===== src/rtl/counter_mod_n_down.sv =====
// rtl/counter_mod_n_down.sv - loadable mod-N down counter/timer with periodic and one-shot modes
// Counts MOD_VALUE-1 down to 0 while running; tc is the combinational borrow for cascading.
module counter_mod_n_down #(
  parameter int WIDTH     = 8,
  parameter int MOD_VALUE = 100
) (
  input  logic             clk,
  input  logic             rst_n,
  input  logic             en,
  input  logic             start,
  input  logic             stop,
  input  logic             load,
  input  logic [WIDTH-1:0] load_value,
  input  logic             oneshot,
  output logic [WIDTH-1:0] count,
  output logic             tc,
  output logic             busy,
  output logic             done
);

  localparam logic [WIDTH-1:0] RELOAD = WIDTH'(MOD_VALUE - 1);
  localparam logic [WIDTH-1:0] ONE    = {{(WIDTH-1){1'b0}}, 1'b1};

  typedef enum logic [1:0] {
    IDLE = 2'd0,
    RUN  = 2'd1,
    DONE = 2'd2
  } state_t;

  state_t           state_q, state_d;
  logic [WIDTH-1:0] count_q, count_d;
  logic             at_zero;
  logic             step;

  assign at_zero = (count_q == '0);
  // A decrement slot: running and enabled, not pre-empted by stop.
  assign step    = (state_q == RUN) && en && !stop;

  always_comb begin
    state_d = state_q;
    count_d = count_q;
    tc      = step && at_zero && !load;

    // Clamp compare is widened so MOD_VALUE = 2**WIDTH does not truncate.
    if (load) begin
      if (32'(load_value) > 32'(MOD_VALUE - 1)) begin
        count_d = RELOAD;
      end else begin
        count_d = load_value;
      end
    end else if (step) begin
      if (at_zero) begin
        count_d = oneshot ? '0 : RELOAD;
      end else begin
        count_d = count_q - ONE;
      end
    end

    case (state_q)
      RUN: begin
        if (stop) begin
          state_d = IDLE;
        end else if (tc && oneshot) begin
          state_d = DONE;
        end
      end
      IDLE, DONE: begin
        if (start && !stop) begin
          state_d = RUN;
        end
      end
      default: state_d = IDLE;
    endcase
  end

  always_ff @(posedge clk) begin
    if (!rst_n) begin
      state_q <= IDLE;
      count_q <= RELOAD;
    end else begin
      state_q <= state_d;
      count_q <= count_d;
    end
  end

  assign count = count_q;
  assign busy  = (state_q == RUN);
  assign done  = (state_q == DONE);

endmodule


===== config.mk =====
export PLATFORM = sky130hd
export DESIGN_NAME = counter_mod_n_down
export DESIGN_NICKNAME = d
export VERILOG_FILES = /design/src/rtl/counter_mod_n_down.sv
export SDC_FILE = /design/constraint.sdc
export NUM_CORES = 1
export LEC_CHECK = 0
export CAP_MARGIN = 20
export CORE_MARGIN = 1.5
export CORE_UTILIZATION = 41
export DETAILED_ROUTE_END_ITERATION = 16
export PLACE_DENSITY = 0.87
export SLEW_MARGIN = 10
export SYNTH_ARGS = -nofsm -noshare
export SYNTH_HDL_FRONTEND = slang
export SYNTH_SLANG_ARGS = --single-unit

===== constraint.sdc =====
create_clock -name clk -period 1.73 [get_ports clk]
set_clock_uncertainty 0.05 [all_clocks]
set_input_delay 0.173 -clock clk [delete_from_list [all_inputs] [get_ports clk]]
set_output_delay 0.173 -clock clk [all_outputs]
set_load 0.05 [all_outputs]

---- Yosys cells after proc, flatten, opt, wreduce, memory -nomap -nowiden ----
Cells that the tools add are included.
cells by class
  add/sub/neg operators ................... 1
  multiply operators ...................... 0
  divide/modulo/power cells ............... 0
  order comparisons ....................... 1
  equality and inequality tests ........... 4
  shift operators ......................... 0
  mux-type cells .......................... 9
  bitwise operators ....................... 0
  reduce and logical (&&, ||, !) cells .... 13
operators with widths
  operator                                                                         count
  8-bit 2-to-1 mux                                                                 4
  8-bit by 7-bit greater-than comparator with 1-bit output, second input constant  1
  8-bit logical NOT                                                                1
  8-bit by 1-bit subtractor with 8-bit output, second input constant               1
  7-bit 2-to-1 mux                                                                 1
  1-bit logical AND                                                                6
  2-bit 2-to-1 mux                                                                 3
  2-bit case mux with 2 select lines                                               1
  3-bit by 2-bit != test with 1-bit output, second input constant                  1
  2-bit by 1-bit equality test with 1-bit output, second input constant            1
  2-bit equality test, second input constant                                       1
  1-bit logical NOT                                                                2
  2-bit logical NOT                                                                1
  2-bit != test, second input constant                                             1
  2-bit AND reduction                                                              1
  2-bit nonzero test                                                               1
  2-bit OR reduction                                                               1
storage, ports and cells
  register bits after elaboration ......... 10
  bits in latches ......................... 0
  memory bits (writable) .................. 0
  bits in read-only memories .............. 0
  bits of input ports ..................... 15
  output and inout port bits .............. 11
  memories ................................ 0

---- Longest topological paths before layout ----
Gate-level depths: netlist (run 1).
  depth in word-level cells ............... 9
  mapped depth ............................ 6

---- Worst setup path after synthesis (run 1) ----
OpenSTA, ideal clock, no wires.
  path kind ............................... register -> output
  from .................................... register count_q[1], in the netlist count[1]
  to ...................................... output port tc
  arrival ................................. 2.002 ns
  required time ........................... 1.507 ns
  slack ................................... -0.495 ns
  stages on the path, launching flop included .. 5
  buffers on the path ..................... 0
  path through ............................ dfxtp_1 -> inv_1 -> ha_1 -> or4b_4 -> nor2_1
on the way
  word-level cells in the longest chain between the ends .. 3
ends and longest elaborated chain
  element                          line  text
  from (decl)                      31    logic [WIDTH-1:0] count_q, count_d;
  from (signal assigned)           82    count_q <= count_d;
  8-bit logical NOT                35    assign at_zero = (count_q == '0);
  1-bit logical AND (2 in series)  42    tc = step && at_zero && !load;
  to (decl)                        16    output logic tc,
Every way passes these cells.

---- Worst setup path in the final report (run 1) ----
  from .................................... register count_q[0], in the netlist count[0]
  to ...................................... output port tc
Same word-level chain as after synthesis.

==> results of run 1 <==
## repair_timing
item                       4_1_cts  5_1_grt
setup endpoints to repair        1        8
cloned                           0        0
setup buffers                    1        2
resized for setup                0        7
pin swaps                        1        5
## flip-flops by register name, summed over array words and instances (netlist names)
signal,cells
count,8
state_q,2
## worst paths after layout
| path | to | slack, ps | cells after the start |
|---|---|---|---|
| setup / recovery | tc | -90 | 5 |
| hold / removal | state_q[0] | 460 | 2 |
| setup reg to reg | count[3] | -50 | 7 |
| hold reg to reg | count[3] | 550 | 2 |
## layout by cell type, fill, tap and decap left out, types with 2 or more instances in the layout
master / n
nand2b_1: 3
a32oi_1: 2
o211ai_1: 2
a21oi_2: 2
nor2_1: 8
o22ai_1: 3
buf_4: 28
nor4_2: 2
a21oi_1: 4
mux2i_1: 2
o21ai_0: 3
o21ai_1: 4
nand4_1: 3
clkbuf_4: 3
dfxtp_1: 6
nor2b_1: 4
buf_12: 2
nand2_1: 5
or3_1: 2
clkdlybuf4s50_1: 14
a311oi_1: 2
dfxtp_4: 2
dfxtp_2: 2
inv_1: 3
## area by class of cell
class | instances | area, µm²
multi-input cells | 78 | 618
fillers | 139 | 494
repair buffers | 44 | 390
flip-flops and latches | 10 | 210
clock buffers | 4 | 36.3
well taps | 25 | 31.3
inverters | 5 | 21.3
## per-layer routing
metal | track usage, % | up-vias | routed length (µm)
li1 | - | 466 | -
met1 | 28.3 | 467 | 956
met2 | 44.3 | 78 | 1380
met3 | 3.77 | 15 | 227
met4 | 11.1 | 0 | 80
met5 | 0 | - | 0
## power groups by stage
stage	clock network [mW]	registers, mW	logic, mW
2_1_floorplan	0	0.283	0.0668
3_3_place_gp	0	0.257	0.182
3_5_place_dp	0	0.258	0.185
4_1_cts	0.227	0.252	0.186
5_1_grt	0.241	0.255	0.205
6_report	0.225	0.253	0.194
## logic make-up (layout without fill, tap and decap cells)
kind of cell | count (synthesis) | in the layout | share of synthesized area, %
AND/OR/NAND/NOR | 41 | 41 | 36.4
AO/OA/AOI/OAI | 32 | 32 | 26.5
flip-flops | 10 | 10 | 24.7
buffers and inverters | 8 | 53 | 5.55
multiplexers | 3 | 3 | 3.85
adder cells (fa/ha/maj) | 2 | 2 | 3.08
==> summary.md, run 1 <==
| Metric | Value |
|---|---|
| Outcome | complete, but fails checks |
| Failing checks | setup timing |
| Crit-path leading delay family | simple AND/OR/NAND/NOR gates |
| Synth async-reset ratio | 0% |
| Placed Cells incl. Taps | 159 |
| Sink Count | 10 |
| Tcrit/Tclk final | 105% |
| First-pass GRT wire length | ~3900 µm |
| Syn Area/Cell | 8.46 µm² |
| Routed len/inst | 15.9 µm |
| Antenna violations before repair | 0 |
| CP cell instances | inv_4, ha_4, or4b_4, nor2_4, buf_12 |
| Hold Buf Count CTS | 0 |
| PwrDens | roughly 510 mW/mm² |
| GR Overflow Total | 0 |
| Yosys top cell area share | 24.7% |
| DRC errors left | 0 |
| Synth Instances | 96 |
| Worst vdd ir | 442 µV |
| Final WS setup | -86.3 ps |
| Count leader, synth | dfxtp_1 |
| Comb power frac | 28.9% |
| Inserted Diodes | 0 |
| Vias in the first global route | 908 |
| Commonest cells post-synth | dfxtp_1 (10), nor2_1 (9), a21oi_1 (6) |
| CP arrival | 1590 ps |
| Core Area | between 0.0015 and 0.002 mm² |
| Clock latency at the later pin of the worst-skew pair | 280 ps |
| Post-route core utilization | 72.6% |
| Reg power frac | 37.7% |
| Hold_sp | stop |
| Area contributors post-synth | dfxtp_1 (25%), nor2_1 (4.2%), a21oi_1 (3.7%), nand4bb_4 (3.4%), ha_1 (3.1%) |
| Library cells used by synthesis | 44 |
| Critical path launch point | count[0] |
| NumNets Final | 159 |
| Hold_ws | between 400 and 500 ps |
| WS Path Type | reg2out |
| Clk pwr share | about 34% |
| Max incr delay on CP | 500 ps |
| Setup violations, final | 2 |
| Post-DP HPWL | 1940 µm |
| Critical path buffer and inverter count | 2 |
| DRT iter0 DRCs | 62 |
| Inserted Clock Buffers | 3 |
| Ys flop type | dfxtp_1 |
| Post-route ant nets | 0 |
| Die width | 47.5 µm |
| Max Freq | 551 MHz |
| CTS Root Buffer Type | clkbuf_4 |
| H-Tree Depth | 1 |
| Post-synth EDFFs | 0 |
| Pre-CTS WS | -57.4 ps |
| Layout cells sized above 1 | 39.0% |
| Vias per inst | 6.18 |
| Total power draw | slightly below 700 µW |
| Pint | 459 µW |
| Slew @ Worst Pin | 365 ps |
| RSZ-0062 raised after global routing | true |
| Clk buf depth | 2 |
| Crit path max fanout | 3 |
| Max-Cap Viols | 0 |
| Max stage delay cell, worst path | or4b_4 |
| Placed Instance Area | 0.00122 mm² |
| Startpoint type of the worst setup path | flop |
| Worst min-delay path class | in2reg |
| Slew headroom | 75.6% |
| Ys Warns | 0 |
| Seq cells post-synth | 10 |
| Layout Cell Area excl Fill | between 0.001 and 0.0015 mm² |
| Start of the worst register-to-register path | count[0] |
| Final wirelength | 2650 µm |
| Total track usage | 24.6% |
| Period minus WS final | 1820 ps |
| Final Non-Filler Cells | 166 |
| Worst setup EP type | output port |
| Chip height | 47.5 µm |
| Final-report hold violation count | 0 |
| Die area | 0.00226 mm² |
| IO Pins | 26 |
| Pleak | 0.507 nW |
| Net Sw Frac | 31.7% |
| Net count after synthesis | 113 |
| Setup TNS | -140 ps |
| CTS clk-pin slew, worst paths | 70 ps |
| Global placement routability congestion | 0.906 |
| Starting Density | 45.1% |
| Leading area contributor after synthesis | dfxtp_1 |
| WP data required | around 1500 ps |
| Slew Viols, Final | 0 |
| Via Count | 1026 |
| # rows | 15 |
| Port bufs | 25 |
| Pre-antenna DRT Iters | 5 |
| Cell area after synthesis | slightly above 800 µm² |
| NetSw | approximately 210 µW |
| Area Overhead vs Synth | 61.0% |
| Largest net degree at the start of global routing | 10 |
| CTS tree | built |
| Sequential area share after synthesis | ~25% |
Note: power is estimated with default switching activity, not from simulation.
==> inputs of run 2 (changes only) <==
Clock period 1.73 ns to 1.6 ns, I/O delays scaled along.
==> run 2 against run 1 <==
Against the previous run:
- global-route usage up 4.0 points
- critical path type unchanged
- register-to-register slack worse by 130 ps
- utilization up 9.2 points
- sequential power up 7.9%
- largest power group unchanged
- combinational power up 27%
- cell area up 13%
- the flow still finishes with violations (setup timing)
- count of clock-buffer cells in the layout unchanged
==> summary.md, run 2 (synthesized netlist as in run 1, its figures left out) <==
| Metric | Value |
|---|---|
| Routed len/inst | 18.5 µm |
| Clk buf depth | 2 |
| Most frequent cells in the layout | buf_4 (35), clkdlybuf4s50_1 (14), nor2_1 (8) |
| Setup TNS | -1350 ps |
| Max stage delay cell, worst path | or4b_4 |
| Area Overhead vs Synth | 81.4% |
| CP arrival | 1590 ps |
| CTS Root Buffer Type | clkbuf_4 |
| Antenna violations before repair | 0 |
| CP cell instances | inv_4, ha_4, or4b_4, nor2_4, buf_12 |
| Vias in the first global route | roughly 1000 |
| WP data required | ~1400 ps |
| Startpoint type of the worst setup path | flop |
| First-pass GRT wire length | about 4500 µm |
| Placed Instance Area | 0.00130 mm² |
| NumNets Final | 170 |
| Clock latency at the later pin of the worst-skew pair | 270 ps |
| Slew headroom | about three quarters |
| Largest net degree at the start of global routing | 11 |
| # rows | 15 |
| Inserted Clock Buffers | 3 |
| R2R Setup Slk | -180 ps |
| Slew @ Worst Pin | 350 ps |
| Core Area | 0.00180 mm² |
| Critical Path Sink | tc |
| Failing checks | setup timing |
| Hold_ws | around 470 ps |
| Critical R2R Capture | count[0] |
| RSZ-0062 raised after global routing | true |
| Critical path launch point | count[1] |
| Worst min-delay path class | in2reg |
| Sink Count | 10 |
| Crit path max fanout | 3 |
| GR Overflow Total | 0 |
| DRC errors left | 0 |
| Crit path depth | 5 |
| Starting Density | 45.1% |
| Max incr delay on CP | 500 ps |
| Outcome | complete, but fails checks |
| Layout cells sized above 1 | between 50% and 60% |
| Die width | 47.5 µm |
| Layout Cell Area excl Fill | 0.00147 mm² |
| Max reg flops | 8 |
| Post-DP HPWL | approximately 2200 µm |
| PwrDens | approximately 480 mW/mm² |
| CTS tree | built |
| Worst setup EP type | output port |
| H-Tree Depth | 1 |
| Max Freq | 556 MHz |
| Tcrit/Tclk final | 112% |
| Pre-antenna DRT Iters | 4 |
| Worst Reg-to-Reg Cells | 7 |
| WS Path Type | reg2out |
| Critical path buffer and inverter count | 2 |
| Most common cell after layout, fill and taps aside | buf_4 |
| Final-report hold violation count | 0 |
| Total power draw | 706 µW |
| Period minus WS final | 1800 ps |
| Inserted Diodes | 0 |
| Vias per inst | 6.18 |
| Total track usage | 28.6% |
| CTS clk-pin slew, worst paths | about 60 ps |
| Global placement routability congestion | 0.916 |
| Setup violations, final | 11 |
| Port bufs | 25 |
| Chip height | between 40 and 50 µm |
| DRT iter0 DRCs | 59 |
| Final wirelength | 3280 µm |
| Slew Viols, Final | 0 |
| Start of the worst register-to-register path | count[1] |
| Post-route ant nets | 0 |
| Worst vdd ir | ~540 µV |
| Via Count | 1093 |
| Crit-path leading delay family | simple AND/OR/NAND/NOR gates |
| IO Pins | 26 |
| Die area | 0.00226 mm² |
| Pleak | about 0.57 nW |
| Max-Cap Viols | 0 |
| Final WS setup | -198 ps |
run 2: what timing repair did:
action / 4_1_cts / 5_1_grt
buffers inserted: 4 / 3
endpoints found under the setup margin: 11 / 10
resized for setup: 8 / 11
hold endpoints to repair: 0 / 0
hold buffers: 0 / 0
pin swaps: 6 / 9
cloned: 0 / 0
run 2: worst reg2reg max path, delay by kind of cell (launching register included):
| family | cells | cell delay, ps |
|---|---|---|
| adder cells (fa/ha/maj) | 1 | 140 |
| AO/OA/AOI/OAI | 2 | 240 |
| flip-flops | 1 | 350 |
| buffers and inverters | 2 | 240 |
| AND/OR/NAND/NOR | 2 | 690 |
run 2: worst min-delay path by stage:
stage	from	endpoint	slack, ps	depth (start not counted)
6_report	load_value[4]	count[4]	470	3
5_1_grt	load_value[4]	count[4]	500	3
4_1_cts	load_value[4]	count[4]	470	3
3_5_place_dp	count[7]	count[7]	510	2
3_3_place_gp	count[7]	count[7]	490	2
2_1_floorplan	stop	state_q[0]	190	1
run 2: cell type report:
type                    instances  area [µm²]
well taps                      25        31.3
clock buffers                   4        26.3
multi-input cells              78         678
inverters                       5        23.8
repair buffers                 55         497
fillers                       110         329
flip-flops and latches         10         216
run 2: per-stage QoR:
| stage | utilization (%) | instances | setup WS, ps |
|---|---|---|---|
| after CTS | 77.6 | 174 | -198 |
| after floorplan | - | 96 | -113 |
| after global placement | 72.4 | 166 | -113 |
| after detailed placement | 72.4 | 166 | -210 |
| final | 81.7 | 177 | -198 |
| after global routing | 81.7 | 177 | -261 |
run 2: where the power goes:
part	internal (mW)	switching, mW	leakage [nW]	total [mW]
sequential	0.257	0.0155	0.0829	0.273
combinational	0.118	0.128	0.473	0.246
clock	0.0968	0.0906	0.0150	0.187
total	0.472	0.234	0.570	0.706
run 2: per-layer routing:
layer,GRT usage [%],wire (µm)
met3,4.15,236
met4,14.4,100
met2,52.4,1730
met1,31.7,1220
met5,0,0
